<file path="src/rtl/cibus_rx_buffer_pkg.sv">
// Shared types and constants for the CI bus receive buffer.
// Latency: n/a (declarations only).
// Backpressure: n/a (declarations only).
package cibus_rx_buffer_pkg;

  // Default CI data width; instances may override it per build.
  localparam int CI_DATA_W = 128;

  // Width of the saturating truncation counter.
  localparam int ERR_CNT_W = 8;

  // Input framing FSM states.
  typedef enum logic [1:0] {
    IDLE,
    IN_PKT,
    DROP
  } ci_rx_state_e;

  // Per-beat framing tag. A FIFO entry is {tag, data}; the data part is kept
  // outside the struct so the entry can follow a per-instance DATA_W.
  typedef struct packed {
    logic last;  // last beat of packet (real ci_end or truncation point)
    logic err;   // packet was truncated at MAX_BEATS
  } ci_entry_tag_t;

endpackage

</file>
<file path="src/rtl/cibus_rx_buffer_if.sv">
// CI bus beat sink plus valid/ready beat source, bundled as one interface.
// Latency: n/a (wiring only).
// Backpressure: ci_busy towards the CI bus, out_ready from downstream.
// Ports: slave = receiver side (drives ci_busy and out_*), master = the peer
// that drives CI beats and out_ready.
interface cibus_rx_buffer_if #(
  parameter int DATA_W = 128
);
  logic              ci_valid;
  logic              ci_busy;
  logic [DATA_W-1:0] ci_data;
  logic              ci_end;
  logic              out_valid;
  logic              out_ready;
  logic [DATA_W-1:0] out_data;
  logic              out_end;
  logic              out_err;

  modport slave (
    input  ci_valid, ci_data, ci_end, out_ready,
    output ci_busy, out_valid, out_data, out_end, out_err
  );

  modport master (
    output ci_valid, ci_data, ci_end, out_ready,
    input  ci_busy, out_valid, out_data, out_end, out_err
  );
endinterface

</file>
<file path="src/rtl/cibus_rx_buffer_fifo.sv">
// Flop-array FIFO with first-word-fall-through read (rdat is the head entry).
// Latency: a push is visible at rdat/count one cycle later.
// Backpressure: none internally; caller must not push when full without a pop.
// Ports: clk/rst_n, push+wdat, pop, rdat (head), count, full, empty.
module cibus_rx_buffer_fifo #(
  parameter int W     = 130,
  parameter int DEPTH = 16
) (
  input  logic                       clk,
  input  logic                       rst_n,
  input  logic                       push,
  input  logic [W-1:0]               wdat,
  input  logic                       pop,
  output logic [W-1:0]               rdat,
  output logic [$clog2(DEPTH+1)-1:0] count,
  output logic                       full,
  output logic                       empty
);
  localparam int PW = $clog2(DEPTH);
  localparam int CW = $clog2(DEPTH + 1);

  logic [W-1:0]  mem_q [DEPTH];
  logic [W-1:0]  mem_d [DEPTH];
  logic [PW-1:0] wr_ptr_q, wr_ptr_d;
  logic [PW-1:0] rd_ptr_q, rd_ptr_d;
  logic [CW-1:0] count_q, count_d;

  // DEPTH is a power of two, so pointers wrap naturally at PW bits.
  always_comb begin
    mem_d = mem_q;
    if (push) mem_d[wr_ptr_q] = wdat;
    wr_ptr_d = wr_ptr_q + PW'(push);
    rd_ptr_d = rd_ptr_q + PW'(pop);
    count_d  = count_q + CW'(push) - CW'(pop);
  end

  always_ff @(posedge clk or negedge rst_n) begin
    if (!rst_n) begin
      for (int i = 0; i < DEPTH; i++) mem_q[i] <= '0;
      wr_ptr_q <= '0;
      rd_ptr_q <= '0;
      count_q  <= '0;
    end else begin
      mem_q    <= mem_d;
      wr_ptr_q <= wr_ptr_d;
      rd_ptr_q <= rd_ptr_d;
      count_q  <= count_d;
    end
  end

  assign rdat  = mem_q[rd_ptr_q];
  assign count = count_q;
  assign full  = (count_q == CW'(DEPTH));
  assign empty = (count_q == '0);
endmodule

</file>
<file path="src/rtl/cibus_rx_buffer.sv">
// CI bus receiver: frames beats into packets, truncates overlong ones, buffers them.
// Latency: 1 cycle accept->out_valid (cut-through) or 1 cycle after ci_end (store-and-forward).
// Backpressure: registered ci_busy when the buffer will be full; out_valid/out_ready downstream.
// Ports: s_clk, rst_n, bus (CI sink + beat source), pkt_avail (complete packets held),
// err_cnt (saturating truncation count).
module cibus_rx_buffer
  import cibus_rx_buffer_pkg::*;
#(
  parameter int DATA_W    = CI_DATA_W,
  parameter int DEPTH     = 16,
  parameter int MODE_SF   = 1,
  parameter int MAX_BEATS = 16
) (
  input  logic                       s_clk,
  input  logic                       rst_n,
  cibus_rx_buffer_if.slave           bus,
  output logic [$clog2(DEPTH+1)-1:0] pkt_avail,
  output logic [ERR_CNT_W-1:0]       err_cnt
);
  localparam int CW = $clog2(DEPTH + 1);
  localparam int BW = $clog2(MAX_BEATS + 1);
  localparam int EW = DATA_W + 2;

  ci_rx_state_e         state_q, state_d;
  logic [BW-1:0]        beat_cnt_q, beat_cnt_d;
  logic                 busy_q, busy_d;
  logic                 valid_q, valid_d;
  logic [CW-1:0]        pkt_q, pkt_d;
  logic [ERR_CNT_W-1:0] err_q, err_d;

  logic          accept, push, do_push, pop, err_inc;
  ci_entry_tag_t tag, head_tag;
  logic [EW-1:0] fifo_rdat;
  logic [CW-1:0] fifo_count, cnt_next;
  logic          fifo_full, fifo_empty;

  assign accept = bus.ci_valid & ~busy_q;
  assign pop    = valid_q & bus.out_ready & ~fifo_empty;
  // busy already prevents a push into a full buffer; the gate is a backstop.
  assign do_push = push & (~fifo_full | pop);

  // Input framing: decides what (if anything) an accepted beat pushes.
  always_comb begin
    state_d    = state_q;
    beat_cnt_d = beat_cnt_q;
    push       = 1'b0;
    tag        = '0;
    err_inc    = 1'b0;
    unique case (state_q)
      IDLE: begin
        if (accept) begin
          push = 1'b1;
          if (bus.ci_end) begin
            tag.last = 1'b1;
          end else if (MAX_BEATS == 1) begin
            // A lone non-final beat already hits the limit.
            tag.last = 1'b1;
            tag.err  = 1'b1;
            err_inc  = 1'b1;
            state_d  = DROP;
          end else begin
            state_d    = IN_PKT;
            beat_cnt_d = BW'(1);
          end
        end
      end
      IN_PKT: begin
        if (accept) begin
          push       = 1'b1;
          beat_cnt_d = beat_cnt_q + BW'(1);
          if (bus.ci_end) begin
            tag.last   = 1'b1;
            state_d    = IDLE;
            beat_cnt_d = '0;
          end else if (beat_cnt_q == BW'(MAX_BEATS - 1)) begin
            // Close the stored packet here and discard the rest of it.
            tag.last   = 1'b1;
            tag.err    = 1'b1;
            err_inc    = 1'b1;
            state_d    = DROP;
            beat_cnt_d = '0;
          end
        end
      end
      DROP: begin
        if (accept && bus.ci_end) state_d = IDLE;
      end
      default: state_d = IDLE;
    endcase
  end

  cibus_rx_buffer_fifo #(
    .W     (EW),
    .DEPTH (DEPTH)
  ) u_fifo (
    .clk   (s_clk),
    .rst_n (rst_n),
    .push  (do_push),
    .wdat  ({tag, bus.ci_data}),
    .pop   (pop),
    .rdat  (fifo_rdat),
    .count (fifo_count),
    .full  (fifo_full),
    .empty (fifo_empty)
  );

  assign head_tag = fifo_rdat[EW-1 -: 2];

  always_comb begin
    cnt_next = fifo_count + CW'(do_push) - CW'(pop);
    pkt_d    = pkt_q + CW'(do_push & tag.last) - CW'(pop & head_tag.last);
    // Store-and-forward: the end entry of the head packet stays counted
    // until popped, so valid holds through the whole released packet.
    valid_d  = (MODE_SF != 0) ? (pkt_d != '0) : (cnt_next != '0);
    // Dropped beats never occupy the buffer, so DROP never stalls the bus.
    busy_d   = (cnt_next == CW'(DEPTH)) && (state_d != DROP);
    err_d    = (err_inc && (err_q != '1)) ? err_q + ERR_CNT_W'(1) : err_q;
  end

  always_ff @(posedge s_clk or negedge rst_n) begin
    if (!rst_n) begin
      state_q    <= IDLE;
      beat_cnt_q <= '0;
      busy_q     <= 1'b0;
      valid_q    <= 1'b0;
      pkt_q      <= '0;
      err_q      <= '0;
    end else begin
      state_q    <= state_d;
      beat_cnt_q <= beat_cnt_d;
      busy_q     <= busy_d;
      valid_q    <= valid_d;
      pkt_q      <= pkt_d;
      err_q      <= err_d;
    end
  end

  assign bus.ci_busy   = busy_q;
  assign bus.out_valid = valid_q;
  assign bus.out_data  = fifo_rdat[DATA_W-1:0];
  assign bus.out_end   = head_tag.last;
  assign bus.out_err   = head_tag.err;
  assign pkt_avail     = pkt_q;
  assign err_cnt       = err_q;
endmodule

</file>
<file path="src/flat_wrapper.sv">
// flat-port wrapper written by rule: the top's interface ports become plain ports
module cibus_rx_buffer_flat import cibus_rx_buffer_pkg::*;
#(
  parameter int DATA_W    = CI_DATA_W,
  parameter int DEPTH     = 16,
  parameter int MODE_SF   = 1,
  parameter int MAX_BEATS = 16
)
  (s_clk, rst_n, pkt_avail, err_cnt, bus_ci_valid, bus_ci_data, bus_ci_end, bus_out_ready, bus_ci_busy, bus_out_valid, bus_out_data, bus_out_end, bus_out_err);
  cibus_rx_buffer_if #(.DATA_W(DATA_W)) bus_i ();
  input  logic s_clk;
  input  logic rst_n;
  output logic [$clog2(DEPTH+1)-1:0] pkt_avail;
  output logic [ERR_CNT_W-1:0] err_cnt;
  input wire logic [$bits(bus_i.ci_valid)-1:0] bus_ci_valid;
  input wire logic [$bits(bus_i.ci_data)-1:0] bus_ci_data;
  input wire logic [$bits(bus_i.ci_end)-1:0] bus_ci_end;
  input wire logic [$bits(bus_i.out_ready)-1:0] bus_out_ready;
  output wire logic [$bits(bus_i.ci_busy)-1:0] bus_ci_busy;
  output wire logic [$bits(bus_i.out_valid)-1:0] bus_out_valid;
  output wire logic [$bits(bus_i.out_data)-1:0] bus_out_data;
  output wire logic [$bits(bus_i.out_end)-1:0] bus_out_end;
  output wire logic [$bits(bus_i.out_err)-1:0] bus_out_err;
  assign bus_i.ci_valid = bus_ci_valid;
  assign bus_i.ci_data = bus_ci_data;
  assign bus_i.ci_end = bus_ci_end;
  assign bus_i.out_ready = bus_out_ready;
  assign bus_ci_busy = bus_i.ci_busy;
  assign bus_out_valid = bus_i.out_valid;
  assign bus_out_data = bus_i.out_data;
  assign bus_out_end = bus_i.out_end;
  assign bus_out_err = bus_i.out_err;
  cibus_rx_buffer #(.DATA_W(DATA_W), .DEPTH(DEPTH), .MODE_SF(MODE_SF), .MAX_BEATS(MAX_BEATS)) u_core (.s_clk(s_clk), .rst_n(rst_n), .bus(bus_i), .pkt_avail(pkt_avail), .err_cnt(err_cnt));
endmodule
</file>
<file path="config.mk">
export PLATFORM = sky130hd
export DESIGN_NAME = cibus_rx_buffer_flat
export DESIGN_NICKNAME = d
export VERILOG_FILES = /design/src/rtl/cibus_rx_buffer_pkg.sv /design/src/rtl/cibus_rx_buffer_if.sv /design/src/rtl/cibus_rx_buffer_fifo.sv /design/src/rtl/cibus_rx_buffer.sv /design/src/flat_wrapper.sv
export SDC_FILE = /design/constraint.sdc
export NUM_CORES = 2
export LEC_CHECK = 0
export BUFFER_PORTS_ARGS = -buffer_cell sky130_fd_sc_hd__buf_2
export CORE_MARGIN = 2
export CORE_UTILIZATION = 45
export DETAILED_ROUTE_END_ITERATION = 8
export RECOVER_POWER = 50
export SETUP_SLACK_MARGIN = 0.5
export SLEW_MARGIN = 20
export SYNTH_ARGS = -nofsm -noshare
export SYNTH_HDL_FRONTEND = slang
export SYNTH_HIERARCHICAL = 1
export SYNTH_SLANG_ARGS = --single-unit
</file>
<file path="constraint.sdc">
create_clock -name s_clk -period 3.3 [get_ports s_clk]
set_input_delay 0.495 -clock s_clk [delete_from_list [all_inputs] [get_ports s_clk]]
set_output_delay 0.495 -clock s_clk [all_outputs]
set_load 0.01 [all_outputs]
</file>
Word level (Yosys, flattened, before mapping)
Index checks and enable logic that the tools add are counted.
Widths: inputs -> output; s select.
{"block": "op_classes", "n_addsub": 8, "order_cmp": 3, "bitwise": 12, "n_mux": 33, "reduce_logical": 10, "n_eq_ne": 10}
{"cell": "$bwmux 2080", "n": 1}
{"cell": "$bmux 130 s4", "n": 1}
{"cell": "$demux 130 s4", "n": 1}
{"cell": "$mux 130", "n": 3}
{"cell": "$mux 5", "n": 5}
{"cell": "$mux 2", "n": 8}
{"cell": "$mux 1", "n": 11}
{"cell": "$eq 5x5->1 const B", "n": 2}
{"cell": "$ge 5x5->1 const B", "n": 2}
{"cell": "$not 4->5", "n": 2}
{"cell": "$pmux 5 s2", "n": 1}
{"cell": "$add 4x1->4", "n": 2}
{"cell": "$add 8x1->8 const B", "n": 1}
{"cell": "$ne 8x8->1 const B", "n": 1}
{"cell": "$and 1x1->1", "n": 6}
{"cell": "$pmux 2 s3", "n": 1}
{"cell": "$add 5x1->5", "n": 1}
{"cell": "$add 5x1->5 const B", "n": 1}
{"cell": "$add 5x5->5", "n": 1}
{"cell": "$eq 5x4->1 const B", "n": 1}
{"cell": "$logic_not 5->1", "n": 1}
{"cell": "$lt 5x1->1 const B", "n": 1}
{"cell": "$reduce_bool 5->1", "n": 1}
{"cell": "$sub 5x1->5", "n": 1}
{"cell": "13 further kinds", "n": 20}
{"block": "totals", "ff_bits": 2115, "output_inout_bits": 145, "word_cells": 101}

Logic depth before layout (Yosys ltp)
{"block": "depth", "ltp_word": 9, "ltp_mapped": 16}

Hierarchy
Netlist, hierarchy kept.
{"module": "cibus_rx_buffer_fifo", "n_inst": 1, "cells_each": 5756, "seq_area_each_um2": 52375.2, "area_each_um2": 93021.7}
{"module": "cibus_rx_buffer", "n_inst": 1, "cells_each": 131, "seq_area_each_um2": 550.5, "area_each_um2": 1362.6}

Least setup slack after synthesis
OpenSTA, ideal clock, no wires.
{"block": "synth_timing", "path_kind": "flip-flop to flip-flop", "from": "register u_core.u_fifo.rd_ptr_q[0]", "to": "register u_core.valid_q (netlist: u_core/bus.out_valid)", "synth_period_minus_slack_ns": 3.774, "stages_incl_launch_ff": 16, "arrival_ns": 3.642, "setup_ns": 0.131, "slack_ns": -0.474, "n_path_buf": 3, "required_ns": 3.169, "cell_sequence": "dfrtp_1 -> buf_4 -> buf_2 -> buf_2 -> mux4_2 -> a22oi_1 -> nand2_1 -> and2_1 -> ha_1 -> inv_1 -> ha_1 -> fa_1 -> a21o_1 -> a21oi_1 -> xnor2_1 -> or3_1"}
{"block": "synth_between", "elab_chain_cells": 7}
{"element": "from (decl)", "line_no": "cibus_rx_buffer_fifo.sv:25", "text": "logic [PW-1:0] rd_ptr_q, rd_ptr_d;"}
{"element": "from (signal assigned)", "line_no": "cibus_rx_buffer_fifo.sv:46", "text": "rd_ptr_q <= rd_ptr_d;"}
{"element": "$not 4->5 (implied by the code)", "line_no": "cibus_rx_buffer_fifo.sv:51", "text": "assign rdat = mem_q[rd_ptr_q];"}
{"element": "$bmux 130 s4", "line_no": "cibus_rx_buffer_fifo.sv:51"}
{"element": "$mux 130 (implied by the code) (2 in a row)", "line_no": "cibus_rx_buffer_fifo.sv:51"}
{"element": "named net bus_out_end", "line_no": "flat_wrapper.sv:22", "text": "output wire logic [$bits(bus_i.out_end)-1:0] bus_out_end;"}
{"element": "$and 1x1->1", "line_no": "cibus_rx_buffer.sv:111", "text": "pkt_d = pkt_q + CW'(do_push & tag.last) - CW'(pop & head_tag.last);"}
{"element": "$sub 5x5->5", "line_no": "cibus_rx_buffer.sv:111"}
{"element": "named net u_core.pkt_d[4]", "line_no": "cibus_rx_buffer.sv:28", "text": "logic [CW-1:0] pkt_q, pkt_d;"}
{"element": "$reduce_bool 5->1", "line_no": "cibus_rx_buffer.sv:114", "text": "valid_d = (MODE_SF != 0) ? (pkt_d != '0) : (cnt_next != '0);"}
{"element": "named net u_core.valid_d", "line_no": "cibus_rx_buffer.sv:27", "text": "logic valid_q, valid_d;"}
{"element": "to (signal assigned)", "line_no": "cibus_rx_buffer.sv:132", "text": "valid_q <= valid_d;"}
{"element": "to (decl)", "line_no": "cibus_rx_buffer.sv:27"}
The timed path passes the listed nets, and every way through them passes these cells. The select of a mux whose other input is x is not followed.
A chain may end at the register's enable or synchronous reset.

Final worst setup path
{"block": "layout_timing", "from": "register u_core.u_fifo.rd_ptr_q[0]", "to": "output port bus_out_data[97]"}
{"block": "layout_between", "elab_chain_cells": 4}
{"element": "$not 4->5 (implied by the code)", "line_no": "cibus_rx_buffer_fifo.sv:51"}
{"element": "$bmux 130 s4", "line_no": "cibus_rx_buffer_fifo.sv:51"}
{"element": "$mux 130 (implied by the code) (2 in a row)", "line_no": "cibus_rx_buffer_fifo.sv:51"}
{"element": "to (decl)", "line_no": "flat_wrapper.sv:21", "text": "output wire logic [$bits(bus_i.out_data)-1:0] bus_out_data;"}
Every way passes these cells. The select of a mux whose other input is x is not followed.

==> flow_metrics.env <==
export IMPL_avgSynthCellArea_sq_um=16.0
export IMPL_ys_types=51
export IMPL_clk_insertion_delay_late_ns=0.85
export IMPL_ios=278
export IMPL_routed_wl_microns=276000
export IMPL_critical_path_arrival_ns=3.04
export IMPL_fmax_mhz=283
export IMPL_numPortBuffers=277
export IMPL_synth_warnings=6
export IMPL_drc_errors=0
export IMPL_synthTopCellsByArea="dfrtp_1 (56%), mux2_2 (21%), mux4_2 (12%)"
export IMPL_start_util_pct=45.2
export IMPL_antenna_found_initial=50
export IMPL_cts_tree="yes"
export IMPL_cts_buffers=224
export IMPL_via_count=54776
export IMPL_synth_top_cell_area_share_pct=56.1
export IMPL_chipHeight_microns=462
export IMPL_ant_nets=0
export IMPL_p_per_area_nw_per_um2=1120
export IMPL_finalHoldViolCount=0
export IMPL_finalCritPeriodShare_pct=107
export IMPL_clock_path_buffers=3
export IMPL_reg2reg_from="u_core/u_fifo/rd_ptr_q[0]"
export IMPL_placed_area_sq_um=100000
export IMPL_first_pass_iters=5
export IMPL_syn_nets=6045
export IMPL_grt_start_max_net_pins=132
export IMPL_async_reset_ff_share_pct=100
export IMPL_gr_total_overflow=0
export IMPL_multiInputGateArea_sq_um=40500
export IMPL_hpwlAfterDp_microns=145000
export IMPL_cts_root_buf="clkbuf_16"
export IMPL_netlist_instances=5887
export IMPL_htreeDepth=4
export IMPL_run_status="complete, but fails checks"
export IMPL_hp_start="bus_ci_data[83]"
export IMPL_ys_seq_area_share_pct=56.1
export IMPL_die_width_microns=462
export IMPL_cts_sinks=2115
export IMPL_via_per_inst=5.88
export IMPL_regToRegEndpoint="u_core/bus.out_valid"
export IMPL_final_util_pct=54.6
export IMPL_areaGrowthSynthToFinish_pct=20.8
export IMPL_min_path_cells=2
export IMPL_finalSetupTns_ns=-20.93
export IMPL_fin_nets=6465
export IMPL_netlist_area_sq_um=94400
export IMPL_std_cell_rows=168
export IMPL_vdd_ir_drop_worst_mv=1.17
export IMPL_path_clk_slew_ns=0.06
export IMPL_synth_edf_count=0
export IMPL_yosys_top_cells_count="dfrtp_1 (2115), mux2_2 (1792), mux4_2 (492)"
export IMPL_grt_pass1_wl_microns=406000
export IMPL_seq_area_sq_um=52900
export IMPL_nFillCells=16845
export IMPL_globalplace_congestion=0.742
export IMPL_dpl_cell_count=8663
export IMPL_core_area_sq_um=209000
export IMPL_drive_gt1_share_pct=56.5
export IMPL_setup_slack_ns=-0.231
export IMPL_power_leakage_nw=49.6
export IMPL_start_kind="flop"
export IMPL_drt_iter0_markers=3715
export IMPL_setup_violations_final=130
export IMPL_drv_slew=55
export IMPL_reg2regPathDepth=13
export IMPL_grtUsageTotal_pct=25.9
export IMPL_maxCapViolations=1
export IMPL_yosysMostFrequentCell="dfrtp_1"
export IMPL_fin_area_sq_um=114000
export IMPL_cp_required_ns=2.80
export IMPL_yosys_most_used_dff="dfrtp_1"
export IMPL_post_drt_wl_per_cell_microns=29.6
export IMPL_ys_seq_elements=2115
export IMPL_hold_end="u_core/u_fifo/mem_q[1513]"
export IMPL_hp_class="input pin to flop"
export IMPL_grt_pass1_vias=58482
export IMPL_fin_cells=9310
export IMPL_period_needed_ns=3.53
export IMPL_synth_top_area_cell="dfrtp_1"
export IMPL_path_class="flop to output pin"
export IMPL_critPathCaptureType="output pin"
export IMPL_violations="max-capacitance violations, max-slew violations, negative setup slack"
export IMPL_r2r_slack_ns=-0.14
export IMPL_crit_fanout=6
export IMPL_timing_slew_headroom_pct=-68.8
export IMPL_skew_ns=0.0158
export IMPL_worst_pin_slew_ns=2.53
export IMPL_die_area_sq_um=213000
export IMPL_rsz0062_at_grt="yes"
-- worst max-delay path: stages, from the launching register on --
cell	delay, ns
dfrtp_4	0.47
buf_12	0.12
buf_16	0.13
buf_16	0.16
buf_16	0.17
mux4_2	0.50
a22o_1	0.22
a41o_1	0.26
buf_6	0.15
-- stage by stage --
stage / setup WS (ns) / power (mW) / hold WS, ns
4_1_cts: -0.308 / 126 / 0.00213
3_3_place_gp: -0.0691 / 88.5 / 0.464
2_1_floorplan: -0.102 / 74.8 / 0.199
3_5_place_dp: -0.0362 / 90.0 / 0.474
6_report: -0.231 / 127 / 0.0673
5_1_grt: -0.335 / 134 / 0.0534
-- logic make-up after synthesis --
kind of cell | count (synthesis) | synth area share, %
flip-flops | 2115 | 56.1
adder cells (fa/ha/maj) | 25 | 0.355
AND/OR/NAND/NOR | 237 | 1.16
XOR/XNOR | 21 | 0.195
buffers and inverters | 557 | 2.70
AO/OA/AOI/OAI | 298 | 2.30
multiplexers | 2634 | 37.2
-- timing repair --
| action | CTS | global route |
|---|---|---|
| hold buffers | 4 | 0 |
| hold endpoints to repair | 41 | 0 |
| endpoints found under the setup margin | 1942 | 921 |
| pin swaps | 107 | 134 |
| resized for setup | 449 | 160 |
| buffers inserted | 95 | 27 |
| gates cloned | 82 | 15 |
-- cell usage in the layout (no fill, tap or decap), types with 32 or more instances in the layout --
cell,instances
buf_16,101
mux2_1,292
clkbuf_1,70
mux2i_1,57
buf_4,119
nand2_1,80
a22oi_2,127
o22ai_2,50
a22oi_1,43
buf_2,209
dfrtp_1,2110
clkinv_2,50
clkbuf_16,245
buf_6,99
buf_12,127
mux2_2,1792
nand2_2,32
clkbuf_8,51
mux4_2,492
-- metal layers --
metal / GRT usage, % / vias up / share of wire (%)
met5: 0 / - / 0.081
met4: 5.92 / 38 / 2.1
met3: 4.08 / 367 / 4.3
met2: 42.9 / 1039 / 49
met1: 36.0 / 30446 / 44
li1: - / 22886 / -
-- how the worst max path moves through the flow --
stage,end,startpoint,cells past startpoint,slack (ns)
6_report,bus_out_data[97],u_core/u_fifo/rd_ptr_q[0],8,-0.23
5_1_grt,bus_out_data[52],u_core/u_fifo/rd_ptr_q[0],8,-0.33
4_1_cts,bus_out_data[44],u_core/u_fifo/rd_ptr_q[0],8,-0.31
3_5_place_dp,u_core/bus.out_valid,u_core/u_fifo/rd_ptr_q[0],12,-0.04
3_3_place_gp,u_core/bus.out_valid,u_core/u_fifo/rd_ptr_q[0],11,-0.07
2_1_floorplan,u_core/bus.out_valid,u_core/u_fifo/rd_ptr_q[0],14,-0.10
-- registers in the layout, summed over array words and instances, names as in the netlist --
register	count
u_core/beat_cnt_q	5
u_core/bus.ci_busy	1
u_core/bus.out_valid	1
u_core/err_cnt	8
u_core/pkt_avail	5
u_core/state_q	2
u_core/u_fifo/count	5
u_core/u_fifo/mem_q	2080
u_core/u_fifo/rd_ptr_q	4
u_core/u_fifo/wr_ptr_q	4
-- power breakdown --
group	internal, mW	leakage (nW)	total [mW]	switching, mW
Combinational	31.9	19.7	57.4	25.5
Sequential	38.3	26.2	44.4	6.09
Clock	14.7	3.69	25.4	10.7
Total	85.0	49.6	127	42.2
-- layout make-up --
type                    count  area share, %
repair buffers            730           8.33
inverters                  21         0.0691
clock buffers             342           5.85
diodes                      8         0.0176
well taps                2805           3.08
flip-flops and latches   2115           46.4
multi-input cells        3215           35.5
clock inverters            74          0.669
(Power assumes the default switching activity.)
